`config.mk`:
```
export PLATFORM = sky130hd
export DESIGN_NAME = lsu_mem_ctrl
export DESIGN_NICKNAME = d
export VERILOG_FILES = /design/src/rtl/lsu_pkg.sv /design/src/rtl/lsu_align.sv /design/src/rtl/lsu_mem_ctrl.sv
export SDC_FILE = /design/constraint.sdc
export NUM_CORES = 1
export LEC_CHECK = 0
export ABC_AREA = 1
export BUFFER_PORTS_ARGS = -buffer_cell sky130_fd_sc_hd__buf_2
export CORE_UTILIZATION = 50
export DETAILED_ROUTE_END_ITERATION = 10
export PLACE_DENSITY = 0.74
export SLEW_MARGIN = 20
export SYNTH_ARGS = -nofsm -noshare
export SYNTH_HDL_FRONTEND = slang
export SYNTH_SLANG_ARGS = --single-unit
```
`constraint.sdc`:
```
create_clock -name clk -period 8.6 [get_ports clk]
set_input_delay 1.72 -clock clk [delete_from_list [all_inputs] [get_ports clk]]
set_output_delay 1.72 -clock clk [all_outputs]
set_load 0.02 [all_outputs]
```
`src/rtl/lsu_pkg.sv`:
```
// ============================================================================
// Module      : lsu_pkg
// Description : Shared types and helpers for the lsu_mem_ctrl load/store unit.
// Revision    : 1.0 - initial release
// ============================================================================
`default_nettype none

package lsu_pkg;

    localparam int c_DATA_W = 64;
    localparam int c_ADDR_W = 32;

    typedef enum logic [1:0] {
        SZ_B = 2'd0,
        SZ_H = 2'd1,
        SZ_W = 2'd2,
        SZ_D = 2'd3
    } size_e;

    typedef enum logic [1:0] {
        FLT_NONE     = 2'd0,
        FLT_MISALIGN = 2'd1,
        FLT_ROM      = 2'd2,
        FLT_RANGE    = 2'd3
    } fault_e;

    typedef enum logic [2:0] {
        ST_IDLE   = 3'd0,
        ST_LOAD   = 3'd1,
        ST_STORE  = 3'd2,
        ST_RMW_RD = 3'd3,
        ST_RMW_WR = 3'd4,
        ST_RESP   = 3'd5,
        ST_FAULT  = 3'd6
    } state_e;

    // Low-order byte-address bits that must be zero for a naturally aligned access.
    function automatic logic [2:0] align_mask(input size_e size);
        case (size)
            SZ_B:    align_mask = 3'b000;
            SZ_H:    align_mask = 3'b001;
            SZ_W:    align_mask = 3'b011;
            default: align_mask = 3'b111;
        endcase
    endfunction

    function automatic logic [c_DATA_W-1:0] lane_mask(input size_e size);
        case (size)
            SZ_B:    lane_mask = 64'h0000_0000_0000_00FF;
            SZ_H:    lane_mask = 64'h0000_0000_0000_FFFF;
            SZ_W:    lane_mask = 64'h0000_0000_FFFF_FFFF;
            default: lane_mask = 64'hFFFF_FFFF_FFFF_FFFF;
        endcase
    endfunction

endpackage

`default_nettype wire

```
`src/rtl/lsu_align.sv`:
```
// ============================================================================
// Module      : lsu_align
// Description : Combinational lane extract/extend for loads and lane merge
//               for read-modify-write stores.
// Revision    : 1.0 - initial release
// ============================================================================
`default_nettype none

module lsu_align
    import lsu_pkg::*;
(
    input  logic [c_DATA_W-1:0] i_rd_data,
    input  logic [c_DATA_W-1:0] i_wdata,
    input  logic [2:0]          i_offset,
    input  size_e               i_size,
    input  logic                i_unsigned,
    output logic [c_DATA_W-1:0] o_load_data,
    output logic [c_DATA_W-1:0] o_merged
);

    logic [5:0]          w_shamt;
    logic [c_DATA_W-1:0] w_mask;
    logic [c_DATA_W-1:0] w_lane;

    assign w_shamt = {i_offset, 3'b000};
    assign w_mask  = lane_mask(i_size);
    assign w_lane  = (i_rd_data >> w_shamt) & w_mask;

    always_comb begin
        o_load_data = w_lane;
        if (!i_unsigned) begin
            case (i_size)
                SZ_B:    o_load_data = {{56{w_lane[7]}},  w_lane[7:0]};
                SZ_H:    o_load_data = {{48{w_lane[15]}}, w_lane[15:0]};
                SZ_W:    o_load_data = {{32{w_lane[31]}}, w_lane[31:0]};
                default: o_load_data = w_lane;
            endcase
        end
    end

    // Only aligned accesses reach here, so the shifted lane never wraps past bit 63.
    assign o_merged = (i_rd_data & ~(w_mask << w_shamt)) | ((i_wdata & w_mask) << w_shamt);

endmodule

`default_nettype wire

```
`src/rtl/lsu_mem_ctrl.sv`:
```
// ============================================================================
// Module      : lsu_mem_ctrl
// Description : Load/store controller converting byte/half/word/double core
//               accesses into whole-word memory cycles (RMW for sub-word
//               stores). Optional ROM store guard: LSU_ROM_GUARD_EN.
// Revision    : 1.0 - initial release
// ============================================================================
`default_nettype none

module lsu_mem_ctrl
    import lsu_pkg::*;
#(
    parameter int MEM_SIZE = 256,
    parameter int ROM_SIZE = 16
) (
    input  logic                clk,
    input  logic                rst,
    input  logic                req_valid,
    output logic                req_ready,
    input  logic                req_we,
    input  logic [1:0]          req_size,
    input  logic                req_unsigned,
    input  logic [c_ADDR_W-1:0] req_addr,
    input  logic [c_DATA_W-1:0] req_wdata,
    output logic                resp_valid,
    output logic [c_DATA_W-1:0] resp_rdata,
    output logic [1:0]          resp_fault,
    output logic [c_ADDR_W-1:0] mem_addr,
    output logic [c_DATA_W-1:0] mem_wr_data,
    output logic                mem_wr_enable,
    output logic                mem_rd_enable,
    input  logic [c_DATA_W-1:0] mem_rd_data
);

    localparam logic [28:0] c_MEM_WORDS = 29'(MEM_SIZE);
`ifdef LSU_ROM_GUARD_EN
    localparam logic [28:0] c_ROM_WORDS = 29'(ROM_SIZE);
`endif

    state_e               r_state;
    state_e               w_next;
    logic                 r_we;
    size_e                r_size;
    logic                 r_unsigned;
    logic [c_ADDR_W-1:0]  r_addr;
    logic [c_DATA_W-1:0]  r_wdata;
    fault_e               r_fault;
    logic [c_DATA_W-1:0]  r_rdata;
    logic [c_DATA_W-1:0]  r_merged;

    fault_e               w_fault;
    logic                 w_accept;
    logic [c_ADDR_W-1:0]  w_word_addr;
    logic [c_DATA_W-1:0]  w_load_data;
    logic [c_DATA_W-1:0]  w_merged;

    assign w_accept    = req_valid && (r_state == ST_IDLE);
    assign w_word_addr = {r_addr[31:3], 3'b000};

    // Checks evaluated on the live request; earlier checks take priority.
    always_comb begin
        w_fault = FLT_NONE;
        if (|(req_addr[2:0] & align_mask(size_e'(req_size)))) begin
            w_fault = FLT_MISALIGN;
        end else if (req_addr[31:3] >= c_MEM_WORDS) begin
            w_fault = FLT_RANGE;
        end
`ifdef LSU_ROM_GUARD_EN
        else if (req_we && (req_addr[31:3] < c_ROM_WORDS)) begin
            w_fault = FLT_ROM;
        end
`endif
    end

    lsu_align u_align (
        .i_rd_data   (mem_rd_data),
        .i_wdata     (r_wdata),
        .i_offset    (r_addr[2:0]),
        .i_size      (r_size),
        .i_unsigned  (r_unsigned),
        .o_load_data (w_load_data),
        .o_merged    (w_merged)
    );

    always_ff @(posedge clk or posedge rst) begin
        if (rst) begin
            r_state <= ST_IDLE;
        end else begin
            r_state <= w_next;
        end
    end

    always_comb begin
        w_next        = r_state;
        req_ready     = 1'b0;
        resp_valid    = 1'b0;
        mem_rd_enable = 1'b0;
        mem_wr_enable = 1'b0;
        mem_addr      = '0;
        mem_wr_data   = '0;
        case (r_state)
            ST_IDLE: begin
                req_ready = 1'b1;
                if (req_valid) begin
                    if (w_fault != FLT_NONE) begin
                        w_next = ST_FAULT;
                    end else if (!req_we) begin
                        w_next = ST_LOAD;
                    end else if (size_e'(req_size) == SZ_D) begin
                        w_next = ST_STORE;
                    end else begin
                        w_next = ST_RMW_RD;
                    end
                end
            end
            ST_LOAD: begin
                mem_rd_enable = 1'b1;
                mem_addr      = w_word_addr;
                w_next        = ST_RESP;
            end
            ST_STORE: begin
                mem_wr_enable = 1'b1;
                mem_addr      = w_word_addr;
                mem_wr_data   = r_wdata;
                w_next        = ST_RESP;
            end
            ST_RMW_RD: begin
                mem_rd_enable = 1'b1;
                mem_addr      = w_word_addr;
                w_next        = ST_RMW_WR;
            end
            ST_RMW_WR: begin
                mem_wr_enable = 1'b1;
                mem_addr      = w_word_addr;
                mem_wr_data   = r_merged;
                w_next        = ST_RESP;
            end
            ST_RESP: begin
                resp_valid = 1'b1;
                w_next     = ST_IDLE;
            end
            ST_FAULT: begin
                resp_valid = 1'b1;
                w_next     = ST_IDLE;
            end
            default: begin
                w_next = ST_IDLE;
            end
        endcase
    end

    always_ff @(posedge clk or posedge rst) begin
        if (rst) begin
            r_we       <= 1'b0;
            r_size     <= SZ_B;
            r_unsigned <= 1'b0;
            r_addr     <= '0;
            r_wdata    <= '0;
            r_fault    <= FLT_NONE;
            r_rdata    <= '0;
            r_merged   <= '0;
        end else begin
            if (w_accept) begin
                r_we       <= req_we;
                r_size     <= size_e'(req_size);
                r_unsigned <= req_unsigned;
                r_addr     <= req_addr;
                r_wdata    <= req_wdata;
                r_fault    <= w_fault;
            end
            if (r_state == ST_LOAD) begin
                r_rdata <= w_load_data;
            end
            if (r_state == ST_RMW_RD) begin
                r_merged <= w_merged;
            end
        end
    end

    // Stores share the RESP state, so the load result is masked by the latched direction.
    assign resp_rdata = (r_state == ST_RESP && !r_we) ? r_rdata : '0;
    assign resp_fault = (r_state == ST_FAULT) ? r_fault : FLT_NONE;

endmodule

`default_nettype wire

```
==> flow_metrics.tcl, run 1 <==
set metrics [dict create \
    outcome "finished clean" \
    max_slew_margin_pct 35.8 \
    die_area_um2 30200 \
    finalSetupTns_ps 0 \
    arrival_ps 2910 \
    place_area_um2 16200 \
    rsz0062_at_grt "no" \
    synth-seq-cells 233 \
    netlist_top_cells_area "dfrtp_1 (40%), nand2_1 (15%), o21ai_0 (9.2%)" \
    hold-path-endpoint "r_addr[11]" \
    whs_ps 485 \
    power_uw 7420 \
    postSynthCellCount 2177 \
    synth_top_area_cell "dfrtp_1" \
    r2r-start "r_addr[2]" \
    timing.fmax_ghz 0.216 \
    start_util_pct 51.1 \
    cp_slowest_cell "inv_1" \
    fin_nets 2566 \
    drc_errors 0 \
    worstSetupPathType "reg -> out" \
    rows 62 \
    ir_drop_v 0.000280 \
    worst_pin_slew_ps 962 \
    vias 15800 \
    worstPathCellList "nor2_1, nand2_2, nand2_1, nor2_1, inv_1, nand2_1, inv_1, buf_2" \
    leakage_uw 0.00920 \
    netlist_area_um2 14700 \
    period_minus_slack_ps 4630 \
    hold_viol 0 \
    stdcell_area_um2 17200 \
    reg2reg_depth 7 \
    synthDistinctLibCells 44 \
    cts.clk_slew.worst_paths_ps 60 \
    die_h_um 174 \
    core-area_um2 28900 \
    cts_sinks 233 \
    syn_area_per_cell_um2 6.77 \
    root_buffer "clkbuf_16" \
    fill_cells 2872 \
    cap_violations 0 \
    wirelength_mm 55.6 \
    grt_max_degree 92 \
    crit_path_end_kind "primary output" \
    startpoint_type "flip-flop" \
    insertion_delay_ps 560 \
    multi_input_area_um2 6930 \
    die_w_um 174 \
    grt_overflow 0 \
    crit_start "r_state[0]" \
    setup_ws_ps 3970 \
    antenna_left 0 \
    cts_max_level 1 \
    cts_hold_buf 0 \
    numCtsBuffers 26 \
    powerDensity_nw_per_um2 432 \
    finalCritPeriodShare_pct 53.8 \
    holdPathStages 2 \
    grt_pass1_vias 14700 \
    slowest_delay_ps 590 \
    ios 333 \
    synth_top_cell_area_share_pct 39.6 \
    cts-resized-gates 0 \
    ctsLongestPathBuffers 3 \
    fin_worst_skew_ps 23.0 \
    yosysWarningCount 0 \
    drv_slew 0 \
    track_usage_pct 36.6 \
    worst-path-max-fanout 29 \
    firstDrtPassIters 5 \
    pre_cts_slack_ps 3880 \
    ys_seq_area_share_pct 39.6 \
    cts_setup_buffers 0 \
    gp_congestion 0.962 \
    critPathTopFamily "simple AND/OR/NAND/NOR gates" \
    ff_latch_area_um2 5840 \
    cts_tree "done" \
    reg2reg_to "r_merged[50]" \
    reg2reg_setup_slack_ps 5440 \
    required_ps 6880 \
    drt_iter0_markers 1834 \
    syn2layout_area_growth_pct 16.4 \
    wire_per_inst_um 19.8 \
    antenna_found_initial 2 \
    hp-class "reg -> reg" \
    setup_violations 0 \
    layout-drive-gt1-share_pct 18.4 \
    dp_hpwl_mm 40.1 \
    grt_pass1_wl_mm 85.5 \
    via_per_inst 5.62 \
    crit_buf_inv 3 \
    hp-start "r_addr[11]" \
    io_buffers 329 \
]
==> metal layers <==
metal	GRT usage [%]	up-vias	share of wire (%)
li1	-	7392	-
met1	53.3	7349	43
met2	55.4	905	43
met3	4.47	132	9.2
met4	14.6	0	4.1
met5	0	-	0
==> worst max-delay path by stage <==
stage / slack, ps / cells past startpoint / to
2_1_floorplan: 490 / 1 / r_addr[0]
3_3_place_gp: 4180 / 6 / mem_wr_data[21]
3_5_place_dp: 3880 / 6 / mem_wr_data[40]
4_1_cts: 3310 / 6 / mem_wr_data[40]
5_1_grt: 3740 / 8 / mem_addr[16]
6_report: 3970 / 8 / mem_addr[17]
==> flip-flops by register name, indices dropped and copies added, names as in the netlist <==
| register | flops |
|---|---|
| r_fault | 2 |
| r_wdata | 64 |
| r_state | 3 |
| r_merged | 64 |
| r_size | 2 |
| r_rdata | 64 |
| r_unsigned | 1 |
| r_we | 1 |
| r_addr | 32 |
==> cells in the final DEF (no fill, tap or decap), types with 3 or more instances in the layout <==
| master | netlist | layout |
|---|---|---|
| a211oi_1 | 4 | 4 |
| a21boi_1 | 8 | 8 |
| a21boi_2 | 5 | 5 |
| a21oi_1 | 91 | 91 |
| a22oi_1 | 25 | 25 |
| a22oi_2 | 9 | 9 |
| a31oi_1 | 14 | 14 |
| and2_1 | 4 | 4 |
| buf_2 | 57 | 329 |
| buf_4 | 19 | 15 |
| bufinv_16 | 0 | 5 |
| clkbuf_1 | 57 | 4 |
| clkbuf_16 | 0 | 27 |
| clkbuf_8 | 0 | 4 |
| clkinv_1 | 3 | 3 |
| clkinv_2 | 0 | 5 |
| conb_1 | 1 | 3 |
| dfrtp_1 | 233 | 229 |
| dfrtp_2 | 0 | 3 |
| inv_1 | 305 | 302 |
| inv_2 | 7 | 8 |
| inv_4 | 2 | 3 |
| nand2_1 | 589 | 588 |
| nand2_2 | 4 | 5 |
| nand3_1 | 120 | 120 |
| nand3_2 | 6 | 6 |
| nand4_1 | 11 | 11 |
| nor2_1 | 178 | 177 |
| nor2_4 | 6 | 7 |
| nor3_1 | 12 | 12 |
| o2111ai_1 | 3 | 3 |
| o211ai_1 | 21 | 21 |
| o21ai_0 | 270 | 270 |
| o21ai_1 | 34 | 34 |
| o22ai_1 | 42 | 42 |
| or2_1 | 3 | 3 |
| or2_2 | 3 | 3 |
==> final cells by class <==
cell class                      instances  share of cell area (%)
Antenna cell                            2                  0.0292
Sequential cell                       233                    34.0
Tap cell                              384                    2.80
Clock buffer                           35                    4.35
Clock inverter                         13                    1.17
Inverter                              317                    7.02
Multi-Input combinational cell       1477                    40.4
Timing Repair Buffer                  344                    10.3
==> worst min-delay path, cell delays in order, from the launching register on <==
cell and delay, ps:
dfrtp_1 350, nand2_1 50, nand2_1 50
==> synth_stat cells, drive strengths merged <==
| library cell | n |
|---|---|
| a22oi | 34 |
| o31ai | 1 |
| a21oi | 92 |
| a31oi | 14 |
| nand4 | 12 |
| o21ai | 306 |
| o21bai | 1 |
| a211oi | 4 |
| clkinv | 3 |
| buf | 95 |
| nand2 | 594 |
| nand3 | 126 |
| or2 | 6 |
| o211ai | 21 |
| o22ai | 42 |
| conb | 1 |
| nor2 | 185 |
| clkbuf | 57 |
| a2bb2oi | 2 |
| o2111ai | 3 |
| and2 | 4 |
| inv | 314 |
| dfrtp | 233 |
| o221ai | 2 |
| nor3 | 12 |
| a21boi | 13 |
==> cell families (layout without fill, tap and decap cells) <==
logic type,after synthesis,count (layout),share of synthesized area [%]
buffers and inverters,469,709,13.6
and+or+nand+nor,939,939,26.2
AOI/OAI and AO/OA,535,535,20.6
DFF,233,233,39.6
other,1,5,0.0254
==> report_power, final <==
| part | switching [uW] | internal, uW | total, uW |
|---|---|---|---|
| sequential | 365 | 1640 | 2000 |
| combinational | 2980 | 1190 | 4170 |
| clock | 485 | 759 | 1240 |
==> metrics by stage <==
| stage | utilization [%] | std cells |
|---|---|---|
| after floorplan | - | 2179 |
| after global placement | 56.2 | 2755 |
| after detailed placement | 56.2 | 2755 |
| after CTS | 59.4 | 2803 |
| after global routing | 59.5 | 2805 |
| final | 59.5 | 2805 |
(Power assumes the default switching activity.)
==> run 2, diff against run 1 <==
clock period = 3.9 ns   (was 8.6 ns; I/O delays follow)
==> flow_metrics.tcl, run 2 (synthesis gave the netlist of run 1 again) <==
set metrics [dict create \
    cts_sinks 233 \
    rows 62 \
    n_antenna_cell 0 \
    dp_hpwl_mm 41.6 \
    start_util_pct 51.1 \
    critPathTopFamily "buffers and inverters" \
    crit_path_end_kind "primary output" \
    cts.clk_slew.worst_paths_ps 60 \
    cts_max_level 1 \
    pre_cts_slack_ps 989 \
    fin_worst_skew_ps 22.5 \
    max_slew_margin_pct 42.8 \
    grt_max_degree 87 \
    timing.fmax_ghz 0.281 \
    worst_pin_slew_ps 858 \
    crit_buf_inv 4 \
    wirelength_mm 56.2 \
    numCtsBuffers 26 \
    cts_setup_buffers 0 \
    core-area_um2 28900 \
    cts_tree "done" \
    firstDrtPassIters 5 \
    startpoint_type "flip-flop" \
    arrival_ps 2770 \
    cap_violations 0 \
    syn2layout_area_growth_pct 17.4 \
    rsz0062_at_grt "no" \
    via_per_inst 5.61 \
    track_usage_pct 36.8 \
    leakage_uw 0.00927 \
    vias 15800 \
    io_buffers 329 \
    required_ps 3120 \
    grt_pass1_vias 14800 \
    slowest_delay_ps 440 \
    hp-class "in -> async" \
    insertion_delay_ps 550 \
    fill_cells 2851 \
    ios 333 \
    drc_errors 0 \
    finalSetupTns_ps 0 \
    final_common_cell "nand2_1" \
    ir_drop_v 0.000444 \
    layout-drive-gt1-share_pct 18.7 \
    cp_slowest_cell "inv_1" \
    antenna_left 0 \
    gp_congestion 0.977 \
    grt_overflow 0 \
    setup_violations 0 \
    antenna_found_initial 0 \
    hold_viol 0 \
    dp.cells 2768 \
    worst-path-max-fanout 27 \
    reg_top3 "r_merged x64, r_rdata x64, r_wdata x64" \
    root_buffer "clkbuf_16" \
    ff_latch_area_um2 5840 \
    finalNonFillerCells 2814 \
    wire_per_inst_um 20.0 \
    setup_ws_ps 346 \
    multi_input_area_um2 6920 \
    die_area_um2 30200 \
    finalCritPeriodShare_pct 91.1 \
    outcome "finished clean" \
    die_w_um 174 \
    grt_pass1_wl_mm 86.3 \
    cts_hold_buf 0 \
    powerDensity_nw_per_um2 954 \
    worstPathCellList "nor2_1, nand2_1, buf_4, inv_1, buf_4, nand2_1, o21ai_0, buf_2" \
    final_cell_mix "nand2_1 (589), buf_2 (329), inv_1 (303)" \
    fin_nets 2579 \
    period_minus_slack_ps 3550 \
    die_h_um 174 \
    ctsLongestPathBuffers 3 \
    drv_slew 0 \
    cts-resized-gates 0 \
    worstSetupPathType "reg -> out" \
    drt_iter0_markers 1636 \
]
-- run 2: cell type report --
| cell class | instances | area share [%] |
|---|---|---|
| Tap cell | 384 | 2.78 |
| Clock inverter | 11 | 1.07 |
| Multi-Input combinational cell | 1477 | 40.0 |
| Clock buffer | 35 | 4.43 |
| Timing Repair Buffer | 357 | 11.0 |
| Inverter | 317 | 6.94 |
| Sequential cell | 233 | 33.7 |
-- run 2: layer usage --
metal | vias up | global-route usage, % | share of wire [%]
met5 | - | 0 | 0
met4 | 0 | 12.9 | 3.6
met3 | 125 | 5.46 | 9.0
met2 | 821 | 56.7 | 44
met1 | 7430 | 52.8 | 43
li1 | 7420 | - | -
-- run 2: stage by stage --
step | hold WS [ps] | cell area [um^2] | util (%) | total power (uW)
final | 395 | 17300 | 59.9 | 16500
after global routing | 431 | 17300 | 59.9 | 17600
after CTS | 408 | 17300 | 59.9 | 16400
after detailed placement | 471 | 16300 | 56.7 | 13600
after global placement | 469 | 16300 | 56.7 | 13400
after floorplan | 449 | 14800 | - | 10800
-- run 2: power by group --
| group | total [uW] | switching (uW) | internal (uW) |
|---|---|---|---|
| Sequential | 4460 | 852 | 3610 |
| Clock | 2750 | 1050 | 1700 |
| Combinational | 9300 | 6620 | 2680 |
| Total | 16500 | 8520 | 7990 |
-- run 2: final timing paths --
path	from	end	slack, ps	cells after the start
setup / recovery	r_state[0]	mem_wr_data[36]	350	8
hold / removal	rst	r_merged[6]	390	2
setup reg to reg	r_addr[0]	r_rdata[38]	940	12
hold reg to reg	r_addr[8]	r_addr[8]	490	2
max in group asynchronous	rst	r_rdata[55]	2580	3
min in group clk	req_addr[8]	r_addr[8]	420	3
-- run 2: worst register-to-register path: stages (launching register included) --
cell,delay (ps)
dfrtp_4,880
inv_4,390
nand2_1,210
nand3_1,100
nand2_1,110
nand2_1,70
nand3_1,150
nand2_1,70
nand2_1,50
buf_4,470
nand3_1,200
nand2_1,110
inv_1,40
==> run 3, diff against run 2 <==
PLACE_DENSITY = default   (was 0.74)
PLACE_DENSITY_LB_ADDON = 0.15   (was default)
==> flow_metrics.tcl, run 3 (synthesis gave the netlist of run 1 again) <==
set metrics [dict create \
    cts_sinks 233 \
    top_layer "met4" \
    pwr-share-comb_pct 57.7 \
    cts_max_level 1 \
    startpoint_type "flip-flop" \
    wirelength_mm 55.8 \
    ir_drop_v 0.000544 \
    final_common_cell "nand2_1" \
    firstDrtPassIters 7 \
    drc_errors 0 \
    cts.clk_slew.worst_paths_ps 60 \
    path_common_cell "nand2_1" \
    die_area_um2 30200 \
    pre_cts_slack_ps 1010 \
    setup_violations 0 \
    rsz0062_at_grt "no" \
    via_per_inst 5.60 \
    wl_met2_mm 24.3 \
    die_h_um 174 \
    wl_met3_mm 5.46 \
    cts_hold_buf 0 \
    finalCritPeriodShare_pct 88.0 \
    insertion_delay_ps 550 \
    gp_congestion 0.961 \
    outcome "finished clean" \
    layout-drive-gt1-share_pct 18.9 \
    fin_worst_skew_ps 9.85 \
    root_buffer "clkbuf_16" \
    die_w_um 174 \
    setup_ws_ps 468 \
    core-area_um2 28900 \
    reg2reg_setup_slack_ps 1100 \
    dp.cells 2774 \
    switchingPower_uw 8500 \
    worst_pin_slew_ps 1000 \
    grt_pass1_wl_mm 85.6 \
    reg_top3 "r_merged x64, r_rdata x64, r_wdata x64" \
    worstPathCellList "nor2_1, nand2_1, buf_4, nand2_1, nor2_1, inv_1, nand2_1, inv_1, buf_2" \
    cts-resized-gates 0 \
    dp_hpwl_mm 41.3 \
    finalSetupTns_ps 0 \
    track_usage_pct 36.8 \
    cts_setup_buffers 0 \
    reg2reg_to "r_merged[34]" \
    timing.fmax_ghz 0.291 \
    r2r-start "r_addr[0]" \
    rows 62 \
    clkPwrFrac_pct 15.5 \
    antenna_found_initial 1 \
    leakage_uw 0.00928 \
    seqPwrFrac_pct 26.9 \
    power_uw 16300 \
    vias 15800 \
    ios 333 \
    hp-class "in -> async" \
    intPower_uw 7830 \
    grt_max_degree 104 \
    ctsLongestPathBuffers 3 \
    hold_viol 0 \
    swShare_pct 52.0 \
    arrival_ps 2650 \
    cp_slowest_cell "inv_1" \
    required_ps 3120 \
    max_slew_margin_pct 33.3 \
    grt_overflow 0 \
    cap_violations 0 \
    wire_per_inst_um 19.8 \
    worstSetupPathType "reg -> out" \
    powerDensity_nw_per_um2 946 \
    slowest_delay_ps 570 \
    crit_path_end_kind "primary output" \
    utilization_pct 59.8 \
    reg2reg_depth 8 \
    drt_iter0_markers 1945 \
    syn2layout_area_growth_pct 17.1 \
    numCtsBuffers 26 \
    wl_met1_mm 23.6 \
    period_minus_slack_ps 3430 \
    grt_pass1_vias 14900 \
    io_buffers 329 \
    worst-path-max-fanout 29 \
    antenna_left 0 \
    finalNonFillerCells 2822 \
    cts_tree "done" \
    n_antenna_cell 0 \
    start_util_pct 51.1 \
    fin_nets 2585 \
    drv_slew 0 \
    final_cell_mix "nand2_1 (588), buf_2 (329), inv_1 (303)" \
]
==> run 3: how the worst max path moves through the flow <==
stage / to / from / cells past startpoint / slack [ps]
after floorplan: r_addr[0] / rst / 1 / 70
after global placement: mem_addr[4] / r_state[0] / 9 / 1170
after global routing: mem_addr[13] / r_state[0] / 9 / 220
final: mem_addr[15] / r_state[0] / 9 / 470
after detailed placement: mem_addr[15] / r_state[0] / 9 / 1010
after CTS: mem_addr[15] / r_state[0] / 9 / 430
==> run 3: metal layers <==
metal / vias up / GRT usage [%]
li1: 7437 / -
met1: 7343 / 51.6
met2: 880 / 55.9
met3: 135 / 7.43
met4: 0 / 14.5
met5: - / 0
==> run 3: worst max-delay path: cells and delay by family, from the launching register on <==
| family | cells | cell delay [ps] |
|---|---|---|
| buffers and inverters | 4 | 1050 |
| flip-flops | 1 | 440 |
| AND/OR/NAND/NOR | 5 | 620 |
==> run 3: power by group through the flow <==
stage / clock network, uW / logic [uW] / registers [uW]
6_report: 2530 / 9420 / 4390
5_1_grt: 2650 / 10400 / 4480
4_1_cts: 2560 / 9270 / 4350
3_5_place_dp: 0 / 9220 / 4370
3_3_place_gp: 0 / 9080 / 4370
2_1_floorplan: 0 / 6780 / 4000
==> run 3: layout make-up <==
class	instances	area, um^2
clock buffer	38	777
inverter	317	1200
multi-input combinational	1477	6930
sequential	233	5840
fill	2822	11600
clock inverter	10	106
tap	384	480
timing repair buffer	363	1940
==> run 3: stage by stage <==
step                hold slack [ps]  cell area (um^2)
global placement                476             16400
finish                          331             17300
detailed placement              476             16400
CTS                             346             17300
global route                    367             17300
floorplan                       449             14800
